<file path="config.mk">
export PLATFORM = sky130hd
export DESIGN_NAME = pb_event_decoder
export DESIGN_NICKNAME = d
export VERILOG_FILES = /design/src/rtl/pb_event_decoder.sv
export SDC_FILE = /design/constraint.sdc
export NUM_CORES = 1
export LEC_CHECK = 0
export CORE_UTILIZATION = 40
export DETAILED_ROUTE_END_ITERATION = 7
export DONT_BUFFER_PORTS = 1
export PLACE_DENSITY = 0.61
export SYNTH_ARGS = -nofsm -noshare
export SYNTH_HDL_FRONTEND = slang
export SYNTH_SLANG_ARGS = --single-unit
</file>
<file path="constraint.sdc">
create_clock -name clk_1ms -period 7 [get_ports clk_1ms]
set_input_delay 0.7 -clock clk_1ms [delete_from_list [all_inputs] [get_ports clk_1ms]]
set_output_delay 0.7 -clock clk_1ms [all_outputs]
set_load 0.05 [all_outputs]
</file>
<file path="src/rtl/pb_event_decoder.sv">
// pb_event_decoder
//   Turns the debounced push-button level into single-cycle events for the
//   flowing-LED controller: press, short press, long press and auto-repeat
//   while held. Also reports the held state and a saturating hold duration.
//
// Parameters
//   LONG_MS   hold length (clk_1ms cycles) that classifies a press as long
//   REPEAT_MS repeat_tick period after long_press while still held
//   CW        width of hold_ms and the internal repeat counter
//
// Ports
//   clk_1ms      in   1 ms tick clock, rising edge
//   rst          in   synchronous reset, active-high
//   pbreg        in   debounced button level, 1 = pressed
//   press        out  one-cycle pulse on press start
//   short_press  out  one-cycle pulse on release before LONG_MS
//   long_press   out  one-cycle pulse when the hold reaches LONG_MS
//   repeat_tick  out  one-cycle pulse every REPEAT_MS cycles after long_press
//   held         out  level, 1 while a recognised press is in progress
//   hold_ms      out  cycles held in the current/last press, saturating
module pb_event_decoder #(
  parameter int LONG_MS   = 1000,
  parameter int REPEAT_MS = 200,
  parameter int CW        = 16
) (
  input  logic          clk_1ms,
  input  logic          rst,
  input  logic          pbreg,
  output logic          press,
  output logic          short_press,
  output logic          long_press,
  output logic          repeat_tick,
  output logic          held,
  output logic [CW-1:0] hold_ms
);

  localparam logic [1:0] S_IDLE = 2'd0;
  localparam logic [1:0] S_HOLD = 2'd1;
  localparam logic [1:0] S_LONG = 2'd2;

  localparam logic [CW-1:0] LONG_V = CW'(LONG_MS);
  localparam logic [CW-1:0] REP_V  = CW'(REPEAT_MS);
  localparam logic [CW-1:0] ONE_V  = CW'(1);

  function automatic logic [CW-1:0] sat_inc(input logic [CW-1:0] v);
    if (&v) return v;
    else    return v + ONE_V;
  endfunction

  logic [1:0]    state;
  logic          arm;
  logic          prev_p0;
  logic [CW-1:0] rpt_cnt;
  logic [CW-1:0] hold_inc;
  logic [CW-1:0] rpt_inc;

  always_comb begin
    hold_inc = hold_ms + ONE_V;
    rpt_inc  = rpt_cnt + ONE_V;
  end

  // Stage p0: sample pbreg, advance the FSM and register every output.
  always_ff @(posedge clk_1ms) begin
    if (rst) begin
      state       <= S_IDLE;
      arm         <= 1'b0;
      prev_p0     <= 1'b0;
      rpt_cnt     <= '0;
      press       <= 1'b0;
      short_press <= 1'b0;
      long_press  <= 1'b0;
      repeat_tick <= 1'b0;
      held        <= 1'b0;
      hold_ms     <= '0;
    end else begin
      press       <= 1'b0;
      short_press <= 1'b0;
      long_press  <= 1'b0;
      repeat_tick <= 1'b0;
      prev_p0     <= pbreg;
      // A button held through reset must be seen released once before
      // any press is recognised.
      if (!pbreg) arm <= 1'b1;

      case (state)
        S_IDLE: begin
          if (arm && pbreg && !prev_p0) begin
            press   <= 1'b1;
            held    <= 1'b1;
            hold_ms <= ONE_V;
            state   <= S_HOLD;
          end
        end
        S_HOLD: begin
          if (pbreg) begin
            hold_ms <= hold_inc;
            if (hold_inc == LONG_V) begin
              long_press <= 1'b1;
              rpt_cnt    <= '0;
              state      <= S_LONG;
            end
          end else begin
            short_press <= 1'b1;
            held        <= 1'b0;
            state       <= S_IDLE;
          end
        end
        S_LONG: begin
          if (pbreg) begin
            hold_ms <= sat_inc(hold_ms);
            // Repeat keeps running after hold_ms has saturated.
            if (rpt_inc == REP_V) begin
              repeat_tick <= 1'b1;
              rpt_cnt     <= '0;
            end else begin
              rpt_cnt <= rpt_inc;
            end
          end else begin
            held  <= 1'b0;
            state <= S_IDLE;
          end
        end
        default: begin
          held  <= 1'b0;
          state <= S_IDLE;
        end
      endcase
    end
  end

endmodule

</file>
# [Yosys cells after proc, flatten, opt, wreduce, memory -nomap -nowiden]
# Cells that the tools add are included.
[classes] addsub=2 n_reduce_logical=16 eq_ne=12 bitwise_logic=4 mux=22
[ops] cell="16-bit two-way mux" count=8
[ops] cell="16-bit case mux with 3 select lines" count=1
[ops] cell="16-bit by 1-bit adder with 16-bit output, second input constant" count=2
[ops] cell="16-bit case mux with 2 select lines" count=1
[ops] cell="16-bit by 10-bit == test with 1-bit output, second input constant" count=1
[ops] cell="16-bit by 8-bit == test with 1-bit output, second input constant" count=1
[ops] cell="16-bit AND reduction" count=1
[ops] cell="2-bit != test, second input constant" count=7
[ops] cell="2-bit two-way mux" count=4
[ops] cell="1-bit two-way mux" count=6
[ops] cell="2-bit case mux with 3 select lines" count=1
[ops] cell="2-bit OR reduction" count=3
[ops] cell="3-bit OR reduction" count=2
[ops] cell="5-bit AND reduction" count=1
[ops] cell="1-bit inverter" count=4
[ops] cell="4-bit AND reduction" count=1
[ops] cell="3-bit != test, second input constant" count=1
[ops] cell="3-bit AND reduction" count=1
[ops] cell="3-bit nonzero test" count=1
[ops] cell="2-bit by 1-bit == test with 1-bit output, second input constant" count=1
[ops] cell="2-bit == test, second input constant" count=1
[ops] cell="1-bit logical AND" count=2
[ops] cell="2-bit zero test" count=1
[ops] cell="1-bit case mux with 2 select lines" count=1
[ops] cell="3 further kinds" count=3
[word_totals] in_bits=3 regBits=41 out_inout_bits=21 word_cells=66

# [Depth between registers and ports, before layout]
# Gate-level depths: netlist of run 1.
[depth] ltp_word=5 mapped_depth=11 mapped_depth_nobuf=8

# [Worst setup path after synthesis of run 1]
# OpenSTA, ideal clock, no wires.
[synth_timing] path_kind="register to register" from="reg hold_ms[0]" to="reg rpt_cnt[3]" synth_period_minus_slack_ns=3.009 path_stages_with_launch=12 path_buffers=3 setup_ns=0.089 slack_ns=3.991 arrival_ns=2.920 t_required_ns=6.911 path_cell_list="dfxtp_1 -> ha_1 -> buf_6 -> and3_4 -> buf_6 -> and3_1 -> a31oi_1 -> nor4b_4 -> a21boi_2 -> or3b_1 -> buf_6 -> o32ai_4"
[synth_between] elab_chain_len=4
[synth_rtl] item="from (decl)" line="34" source="output logic [CW-1:0] hold_ms"
[synth_rtl] item="from (signal assigned)" line="96" source="hold_ms <= hold_inc;"
[synth_rtl] item="from (signal assigned)" line="110" source="hold_ms <= sat_inc(hold_ms);"
[synth_rtl] item="16-bit by 1-bit adder with 16-bit output" line="58" source="hold_inc = hold_ms + ONE_V;"
[synth_rtl] item="16-bit by 10-bit == test with 1-bit output" line="97" source="if (hold_inc == LONG_V) begin"
[synth_rtl] item="2-bit != test (no source line)"
[synth_rtl] item="4-bit AND reduction (no source line)"
[synth_rtl] item="to (signal assigned)" line="116" source="rpt_cnt <= rpt_inc;"
[synth_rtl] item="to (decl)" line="53" source="logic [CW-1:0] rpt_cnt;"
# Every way passes these cells.
# A chain may end at the register's enable or synchronous reset.

# [Final worst setup path of run 1]
# Ends and elaborated chain as after synthesis.

==> reports/summary.txt, run 1 <==
========================================================================================
Flip-flop cell with the highest count after synthesis                            dfxtp_1
Floorplan die area                                                              6980 µm²
Initial core utilization                                                           41.6%
Largest net degree at the start of global routing                                     36
Number of buffers created by CTS                                                       5
Gate count of the mapped netlist                                                     338
Ant diodes                                                                             0
Number of levels in the clock H-tree                                                   2
Number of vias after detailed routing                                               2392
CTS tree                                                                             yes
Combinational family with the most area after synthesis                     simple AND/OR/NAND/NOR gates
Count of distinct cell types in the synthesized netlist                               58
Start point of the worst hold path                                                   arm
Highest-utilization routing layer at the global route stage                         met2
Synthesized Nets                                                                     348
Maximum clock skew at final layout                                               7.20 ps
Area of the multi-input gates                                                   1690 µm²
Die extent in x                                                                  83.5 µm
Cell type group with the largest total delay on the critical path           simple AND/OR/NAND/NOR gates
Reg-to-reg endpoint                                                           rpt_cnt[3]
Final period util                                                                  48.4%
Peak clock frequency supported by timing                                         295 MHz
Core area                                                                       6390 µm²
Simple-gate portion of the synthesized area                                        36.0%
CTS Hold Buffers Added                                                                 0
Final antenna-violating net count                                                      0
DPL Wire Length                                                                  4210 µm
Critical Path End Type                                                          register
Proportion of layout cells with a drive suffix above 1                             7.36%
Share of flip-flops with an asynchronous set or reset                                 0%
Standard-cell rows                                                                    29
Post-CTS Repair Setup Buffers                                                          0
Buffers and inverters on the worst path                                                0
Setup TNS after final layout                                                        0 ps
Slowest library cell on the worst path                                           dfxtp_1
Met3 Use GR                                                                        3.56%
DRC violation total after the first TritonRoute iteration                             98
Synth Area in Compound Gates                                                       21.6%
Worst flop-to-flop path startpoint                                            hold_ms[0]
Post-layout net count                                                                335
Sequential standard cell area                                                    821 µm²
Crit path from                                                                hold_ms[0]
Avg Cell Area, Syn                                                              7.87 µm²
Fraction of the yosys area taken by sequential cells                               30.9%
List of cells traversed by the critical path                                ha_1, and3_4, and3_1, a31oi_1, nor4b_4, a21boi_2, or3b_1, o32ai_4
Total of endpoints with negative setup slack in the final report                       0
Multiplexer area fraction after synthesis                                         0.376%
Leakage power summed over all cells                                             0.798 nW
Die height                                                                       83.5 µm
Area share of fa/ha/maj cells after synthesis                                      3.29%
Peak fanout along the critical path                                                   10
Commonest cells after routing, fill and taps aside                          nand2_1, dfxtp_1, a21oi_1, nor2_1
Final weighted congestion of routability-driven global placement                   0.835
Arrival time at the worst endpoint                                               3600 ps
Startpoint-to-endpoint class of the critical path                           register to register
Avg WL per Cell                                                                  15.7 µm
Post-synth EDFFs                                                                       0
Synth Cell Area                                                                 2660 µm²
I/O pin count                                                                         24
Synthesized-area fraction occupied by xor and xnor cells                           1.98%
Area growth from synthesis to final layout                                         2.68%
Clock Pin Slew Worst Setup and Hold Paths                                          80 ps
Worst relative slew slack                                                          43.0%
Cell count of the worst hold path                                                      2
Startpoint Class                                                                register
Met1 Track Usage GR                                                                26.4%
Number of antenna violations at the first check in global routing                      0
Setup repair after global routing missed its margin                                false
GR Overflow Total                                                                      0
Required time of the critical path                                               7210 ps
Reg2Reg Depth                                                                          8
Maximum buffer depth of the clock tree                                                 2
Final cell utilization of the core                                                 42.8%
Wire length of the first global-routing pass                                    10500 µm
Vias in the first global route                                                      2094
R2R setup slack                                                                  3610 ps
Total of fill cells in the finished design                                           650
Total routing resource utilization after global routing                            18.2%
Met2 usage in global routing                                                       27.4%
Hold path endpoint                                                                   arm
Worst stage delay on the critical path                                            820 ps
Slew Limit Fails                                                                       0
Latest clock arrival within the worst-skew pair                                   290 ps
Root buffer cell                                                                clkbuf_8
Final Hold Vio Count                                                                   0
Number of search-and-repair iterations in the first detailed-routing pass              4
Number of max-capacitance violations reported                                          0
Power per cell area                                                           158 nW/µm²
Run status                                                                  finished clean
Total of buffers placed on input and output ports                                      0
DR DRC count                                                                           0
VDD IR max                                                                     0.0884 mV
Slew of the pin with the lowest slew margin                                       852 ps
Post-CTS resize count                                                                  0
Sum of routed wire length over all layers                                        6340 µm
Routed via count divided by cell count                                              5.94
Count of warnings emitted by yosys                                                     0
Flip-flop and latch count after synthesis                                             41
Clock sink count                                                                      41
Final Critical Period                                                            3390 ps
Most frequent standard cell in the layout excluding fill and tap cells           nand2_1
Classification of the worst-slack hold path                                 register to register
========================================================================================
[how the worst max path moves through the flow]
stage,to,cells after the start
5_1_grt,rpt_cnt[15],8
3_3_place_gp,rpt_cnt[3],8
3_5_place_dp,rpt_cnt[3],8
4_1_cts,rpt_cnt[3],8
6_report,rpt_cnt[3],8
2_1_floorplan,rpt_cnt[3],11
[per-layer routing]
metal | wire, µm | part of all wire, %
met3 | 331 | 5.2
met4 | 104 | 1.6
met1 | 3120 | 49
met5 | 0 | 0
met2 | 2780 | 44
[logic make-up after synthesis]
logic type      count (synthesis)
simple gates                  172
compound gates                 80
flops                          41
buf+inv                        31
fa+ha+maj                       7
xor+xnor                        6
mux                             1
[cell usage after synthesis, types with 2 or more instances]
master,n,share of area [%]
a21oi_1,24,4.5
and2_1,7,1.6
o21a_1,2,0.56
or2_2,5,1.2
nand2_1,56,7.9
nor4bb_1,2,0.75
or3_1,11,2.6
nand3b_1,2,0.56
xnor2_1,5,1.6
nand4b_1,5,1.6
dfxtp_1,41,31
or3b_1,4,1.3
o32ai_1,3,0.99
o21ai_0,14,2.6
nand3_1,14,2.6
or4_1,3,0.85
o2bb2ai_1,2,0.66
nor2b_1,13,3.1
o31ai_2,5,2.4
a31oi_1,6,1.4
and3_1,4,0.94
nor3b_1,2,0.56
ha_1,7,3.3
clkbuf_1,9,1.3
buf_1,2,0.28
a32oi_1,7,2.3
buf_2,5,0.94
nor3_1,5,0.94
nor2_1,15,2.1
nand4_1,10,2.4
inv_1,10,1.4
o31ai_1,2,0.56
nand2b_1,5,1.2
and4_1,4,1.3
buf_6,4,1.7
[registers in the layout (all words and copies together) (netlist names)]
register,cells
arm,1
repeat_tick,1
press,1
held,1
long_press,1
hold_ms,16
rpt_cnt,16
short_press,1
prev_p0,1
state,2
[through the flow]
| step | total power [W] | hold slack, ps | area (µm²) | worst slack, ps | instances |
|---|---|---|---|---|---|
| detailed placement | 0.000281 | 440 | 2650 | 3630 | 395 |
| global route | 0.000449 | 453 | 2730 | 3320 | 403 |
| CTS | 0.000436 | 451 | 2730 | 3610 | 403 |
| floorplan | 0.000274 | 426 | 2660 | 3990 | 338 |
| global placement | 0.000281 | 428 | 2650 | 3740 | 395 |
| finish | 0.000431 | 448 | 2730 | 3610 | 403 |
[where the power goes]
group	internal, W	switching (W)	total (W)
combinational	0.0000106	0.0000212	0.0000318
sequential	0.000236	0.00000809	0.000244
clock	0.0000711	0.0000843	0.000155
[layout make-up]
cell class	instances	area share, %
clock buffer	8	2.93
multi-input combinational	266	61.8
timing repair buffer	1	0.275
sequential	41	30.1
tap	77	3.53
inverter	10	1.37
[worst min-delay path: stages, from the launching register on]
cell and delay (ps):
dfxtp_1 310, inv_1 50, a21oi_1 50
(Power assumes the default switching activity.)
==> inputs of run 2 (changes only) <==
==> constraint.sdc (replaced) <==
create_clock -name clk_1ms -period 3.47 [get_ports clk_1ms]
set_input_delay 0.347 -clock clk_1ms [delete_from_list [all_inputs] [get_ports clk_1ms]]
set_output_delay 0.347 -clock clk_1ms [all_outputs]
set_load 0.05 [all_outputs]
==> reports/summary.txt, run 2 (same netlist as run 1, synthesis figures left out) <==
========================================================================================
Maximum clock skew at final layout                                               7.17 ps   was 7.20 ps
Setup Slack @ Placement                                                           704 ps   was 3630 ps
Clock sink count                                                                      41   unchanged
VDD IR max                                                                      0.262 mV   was 0.0884 mV
Standard-cell rows                                                                    29   unchanged
Startpoint Class                                                                register   unchanged
Number of levels in the clock H-tree                                                   2   unchanged
Total of endpoints with negative setup slack in the final report                       0   unchanged
Post-layout net count                                                                347   was 335
Proportion of layout cells with a drive suffix above 1                             11.2%   was 7.36%
Maximum buffer depth of the clock tree                                                 2   unchanged
Final period util                                                                  80.1%   was 48.4%
GR Overflow Total                                                                      0   unchanged
Classification of the worst-slack hold path                                 primary input to register   was register to register
DPL Wire Length                                                                  4410 µm   was 4210 µm
Required time of the critical path                                               3690 ps   was 7210 ps
Number of search-and-repair iterations in the first detailed-routing pass              4   unchanged
Number of max-capacitance violations reported                                          0   unchanged
Commonest cells after routing, fill and taps aside                          nand2_1, dfxtp_1, a21oi_1, nor2_1   unchanged
Die extent in x                                                                  83.5 µm   unchanged
Slew of the pin with the lowest slew margin                                       882 ps   was 852 ps
Total of fill cells in the finished design                                           640   was 650
Number of antenna violations at the first check in global routing                      0   unchanged
Avg WL per Cell                                                                  15.4 µm   was 15.7 µm
Clock Pin Slew Worst Setup and Hold Paths                                          80 ps   about the same
Setup ws final                                                                    692 ps   was 3610 ps
Latest clock arrival within the worst-skew pair                                   300 ps   was 290 ps
Arrival time at the worst endpoint                                               3000 ps   was 3600 ps
Final Hold Vio Count                                                                   0   unchanged
Leakage power summed over all cells                                             0.869 nW   was 0.798 nW
Power per cell area                                                           308 nW/µm²   was 158 nW/µm²
DRC violation total after the first TritonRoute iteration                            107   was 98
CTS tree                                                                             yes   unchanged
Wire length of the first global-routing pass                                    10900 µm   was 10500 µm
Peak fanout along the critical path                                                    9   was 10
Slew Limit Fails                                                                       0   unchanged
Final weighted congestion of routability-driven global placement                   0.842   was 0.835
Ant diodes                                                                             0   unchanged
Core area                                                                       6390 µm²   unchanged
Final Critical Period                                                            2780 ps   was 3390 ps
Setup repair after global routing missed its margin                                false   unchanged
Worst relative slew slack                                                          41.0%   was 43.0%
CTS Hold Buffers Added                                                                 0   unchanged
Sum of routed wire length over all layers                                        6370 µm   was 6340 µm
Largest registers                                                           hold_ms x16, rpt_cnt x16, state x2   unchanged
Die height                                                                       83.5 µm   unchanged
Area growth from synthesis to final layout                                         6.16%   was 2.68%
Total of buffers placed on input and output ports                                      0   unchanged
I/O pin count                                                                         24   unchanged
Peak clock frequency supported by timing                                         360 MHz   was 295 MHz
Startpoint-to-endpoint class of the critical path                           register to register   unchanged
Hold WS                                                                           107 ps   was 448 ps
Number of vias after detailed routing                                               2453   was 2392
Setup TNS after final layout                                                        0 ps   unchanged
Root buffer cell                                                                clkbuf_8   unchanged
Floorplan die area                                                              6980 µm²   unchanged
Total routing resource utilization after global routing                            19.0%   was 18.2%
Final antenna-violating net count                                                      0   unchanged
Routed via count divided by cell count                                              5.91   was 5.94
Number of buffers created by CTS                                                       5   unchanged
Largest net degree at the start of global routing                                     36   unchanged
Run status                                                                  finished clean   unchanged
Initial core utilization                                                           41.6%   unchanged
DR DRC count                                                                           0   unchanged
Critical Path End Type                                                          register   unchanged
Post-CTS Repair Setup Buffers                                                          0   unchanged
Vias in the first global route                                                      2230   was 2094
Post-CTS resize count                                                                  0   unchanged
Most frequent standard cell in the layout excluding fill and tap cells           nand2_1   unchanged
========================================================================================
-- run 2: final timing paths --
kind,from,to,slack (ps),cells after the start
worst max-delay path,hold_ms[0],rpt_cnt[3],690,8
worst min register to register,arm,arm,440,2
worst min-delay path,rst,rpt_cnt[1],110,1
worst max register to register,hold_ms[0],rpt_cnt[3],690,8
-- run 2: report_power, final --
group / switching, W / internal [W] / leakage, nW
clock network: 0.000172 / 0.000140 / 0.0450
logic: 0.0000513 / 0.0000232 / 0.493
registers: 0.00000837 / 0.000476 / 0.331
total: 0.000231 / 0.000638 / 0.869
-- run 2: metrics by stage --
| stage | cell area (µm²) | instances | utilization [%] | total power [W] |
|---|---|---|---|---|
| detailed placement | 2740 | 407 | 42.9 | 0.000570 |
| CTS | 2820 | 415 | 44.2 | 0.000881 |
| floorplan | 2660 | 338 | - | 0.000554 |
| global route | 2820 | 415 | 44.2 | 0.000907 |
| finish | 2820 | 415 | 44.2 | 0.000870 |
| global placement | 2740 | 407 | 42.9 | 0.000569 |
-- run 2: cell type report --
cell class | count | area [µm²] | share of cell area (%)
Sequential cell | 41 | 821 | 29.1
Clock buffer | 6 | 72.6 | 2.57
Timing Repair Buffer | 13 | 97.6 | 3.46
Tap cell | 77 | 96.3 | 3.41
Inverter | 10 | 37.5 | 1.33
Multi-Input combinational cell | 266 | 1690 | 59.8
Clock inverter | 2 | 10.0 | 0.355
-- run 2: critical path, stage by stage (launching register included) --
cell	delay, ps
dfxtp_1	340
ha_1	340
and3_4	280
and3_1	200
a31oi_1	130
nor4b_4	390
a21boi_2	160
or3b_1	580
o32ai_4	290
-- run 2: per-layer routing --
metal  wire length [µm]  GRT usage (%)
met3                267           3.96
met5                  0              0
met4                 92           7.24
met2               2980           30.6
met1               3040           25.0
==> inputs of run 3 (changes only) <==
==> constraint.sdc (replaced) <==
create_clock -name clk_1ms -period 2.6 [get_ports clk_1ms]
set_input_delay 0.26 -clock clk_1ms [delete_from_list [all_inputs] [get_ports clk_1ms]]
set_output_delay 0.26 -clock clk_1ms [all_outputs]
set_load 0.05 [all_outputs]
==> reports/summary.txt, run 3 (same netlist as run 1, synthesis figures left out) <==
========================================================================================
Highest Signal Layer                                                                met4   unchanged
Run status                                                                  finished clean   unchanged
Peak fanout along the critical path                                                    7   was 9
Startpoint Class                                                                register   unchanged
Sequential standard cell area                                                    847 µm²   was 821 µm²
Latest clock arrival within the worst-skew pair                                   290 ps   was 300 ps
Total of fill cells in the finished design                                           635   was 640
Total routing resource utilization after global routing                            19.8%   was 19.0%
Proportion of layout cells with a drive suffix above 1                             23.3%   was 11.2%
Worst stage delay on the critical path                                            490 ps   was 580 ps
Floorplan die area                                                              6980 µm²   unchanged
Maximum buffer depth of the clock tree                                                 2   unchanged
Routed met3 length                                                                264 µm   was 267 µm
GR Overflow Total                                                                      0   unchanged
I/O pin count                                                                         24   unchanged
Total of endpoints with negative setup slack in the final report                       0   unchanged
Total routed wire length on the met1 layer                                       3260 µm   was 3040 µm
Final period util                                                                  97.1%   was 80.1%
Clock Pin Slew Worst Setup and Hold Paths                                          80 ps   about the same
Maximum clock skew at final layout                                               4.57 ps   was 7.17 ps
Worst relative slew slack                                                          66.8%   was 41.0%
Wire length of the first global-routing pass                                    11300 µm   was 10900 µm
Commonest cells after routing, fill and taps aside                          nand2_1, buf_4, dfxtp_1, a21oi_1, nor2_1   was nand2_1, dfxtp_1, a21oi_1, nor2_1
Ant diodes                                                                             0   unchanged
Number of buffers created by CTS                                                       5   unchanged
Die extent in x                                                                  83.5 µm   unchanged
DR DRC count                                                                           0   unchanged
Peak clock frequency supported by timing                                         396 MHz   was 360 MHz
CTS Hold Buffers Added                                                                 0   unchanged
Final Hold Vio Count                                                                   0   unchanged
Total of buffers placed on input and output ports                                      0   unchanged
Routed via count divided by cell count                                              5.93   was 5.91
Power per cell area                                                           380 nW/µm²   was 308 nW/µm²
List of cells traversed by the critical path                                buf_4, and3_4, a311oi_2, a31oi_2, nor4b_4, a21boi_2, buf_6, or4_4, a31oi_1   was ha_1, and3_4, and3_1, a31oi_1, nor4b_4, a21boi_2, or3b_1, o32ai_4
Avg WL per Cell                                                                  15.6 µm   was 15.4 µm
Cell type group with the largest total delay on the critical path           simple AND/OR/NAND/NOR gates   unchanged
Buffers and inverters on the worst path                                                2   was 0
Startpoint-to-endpoint class of the critical path                           register to register   unchanged
R2R setup slack                                                                    70 ps   was 690 ps
Critical Path End Type                                                          register   unchanged
Area of the multi-input gates                                                   1760 µm²   was 1690 µm²
Vias in the first global route                                                      2346   was 2230
Number of max-capacitance violations reported                                          0   unchanged
Number of search-and-repair iterations in the first detailed-routing pass              4   unchanged
CTS tree                                                                             yes   unchanged
Classification of the worst-slack hold path                                 primary input to register   unchanged
Final Critical Period                                                            2530 ps   was 2780 ps
Root buffer cell                                                                clkbuf_8   unchanged
Core area                                                                       6390 µm²   unchanged
Slew Limit Fails                                                                       0   unchanged
Die height                                                                       83.5 µm   unchanged
Placed Cells incl. Taps                                                              428   was 407
Required time of the critical path                                               2820 ps   was 3690 ps
Slew of the pin with the lowest slew margin                                       497 ps   was 882 ps
Final antenna-violating net count                                                      0   unchanged
Largest registers                                                           hold_ms x16, rpt_cnt x16, state x2   unchanged
DPL Wire Length                                                                  4700 µm   was 4410 µm
Most frequent standard cell in the layout excluding fill and tap cells           nand2_1   unchanged
Clock sink count                                                                      41   unchanged
Hold WS                                                                          24.5 ps   was 107 ps
DRC violation total after the first TritonRoute iteration                            109   was 107
Final cell count without fillers                                                     438   was 415
Number of antenna violations at the first check in global routing                      0   unchanged
Largest net degree at the start of global routing                                     36   unchanged
Final weighted congestion of routability-driven global placement                   0.837   was 0.842
Initial core utilization                                                           41.6%   unchanged
Leakage power summed over all cells                                              1.01 nW   was 0.869 nW
Arrival time at the worst endpoint                                               2740 ps   was 3000 ps
Detailed-routed wire length on met2                                              3240 µm   was 2980 µm
Number of vias after detailed routing                                               2596   was 2453
Slowest library cell on the worst path                                             or4_4   was or3b_1
Sum of routed wire length over all layers                                        6850 µm   was 6370 µm
VDD IR max                                                                      0.330 mV   was 0.262 mV
Area growth from synthesis to final layout                                         17.3%   was 6.16%
Post-layout net count                                                                371   was 347
Number of levels in the clock H-tree                                                   2   unchanged
Standard-cell rows                                                                    29   unchanged
========================================================================================
[run 3: changes by cell type in the layout (fill, tap and decap cells not counted), sizes merged]
cell | previous run | this run
clkbuf | 6 | 7
buf | 13 | 37
clkinv | 2 | 0
[run 3: area by class of cell]
type	instances	area share (%)
clock buffers	7	2.77
inverters	10	1.20
multi-input cells	266	56.5
flip-flops and latches	41	27.2
well taps	77	3.09
repair buffers	37	9.27
[run 3: timing repair]
action                                 in CTS  in global routing
endpoints found under the hold margin       0                  0
gates resized for setup                     0                 20
setup buffers                               0                  3
setup endpoints to repair                   1                 14
pin swaps                                   0                  8
[run 3: power breakdown]
group          switching (W)  internal (W)  total (W)
clock               0.000221      0.000211   0.000432
combinational      0.0000702     0.0000368   0.000107
sequential         0.0000139      0.000631   0.000645
total               0.000305      0.000879    0.00118
[run 3: per-layer routing]
layer  vias up  global-route usage, %
met4         0                   6.63
li1       1278                      -
met3         9                   3.76
met1      1269                   26.3
met2        40                   32.3
met5         -                      0
[run 3: final timing paths]
check,from,to,cells past startpoint
hold reg to reg,arm,arm,2
setup / recovery,hold_ms[2],rpt_cnt[9],9
setup reg to reg,hold_ms[2],rpt_cnt[9],9
hold / removal,rst,hold_ms[4],1
[run 3: through the flow]
| stage | setup TNS, ps | utilization [%] | area, µm² | total power, W | worst slack (ps) |
|---|---|---|---|---|---|
| finish | 0 | 48.8 | 3120 | 0.00118 | 74.6 |
| global route | -151 | 48.8 | 3120 | 0.00124 | -61.1 |
| global placement | 0 | 45.9 | 2930 | 0.000764 | 72.6 |
| floorplan | 0 | - | 2690 | 0.000740 | 21.1 |
| CTS | -0.125 | 47.2 | 3020 | 0.00120 | -0.125 |
| detailed placement | 0 | 45.9 | 2930 | 0.000765 | 27.2 |
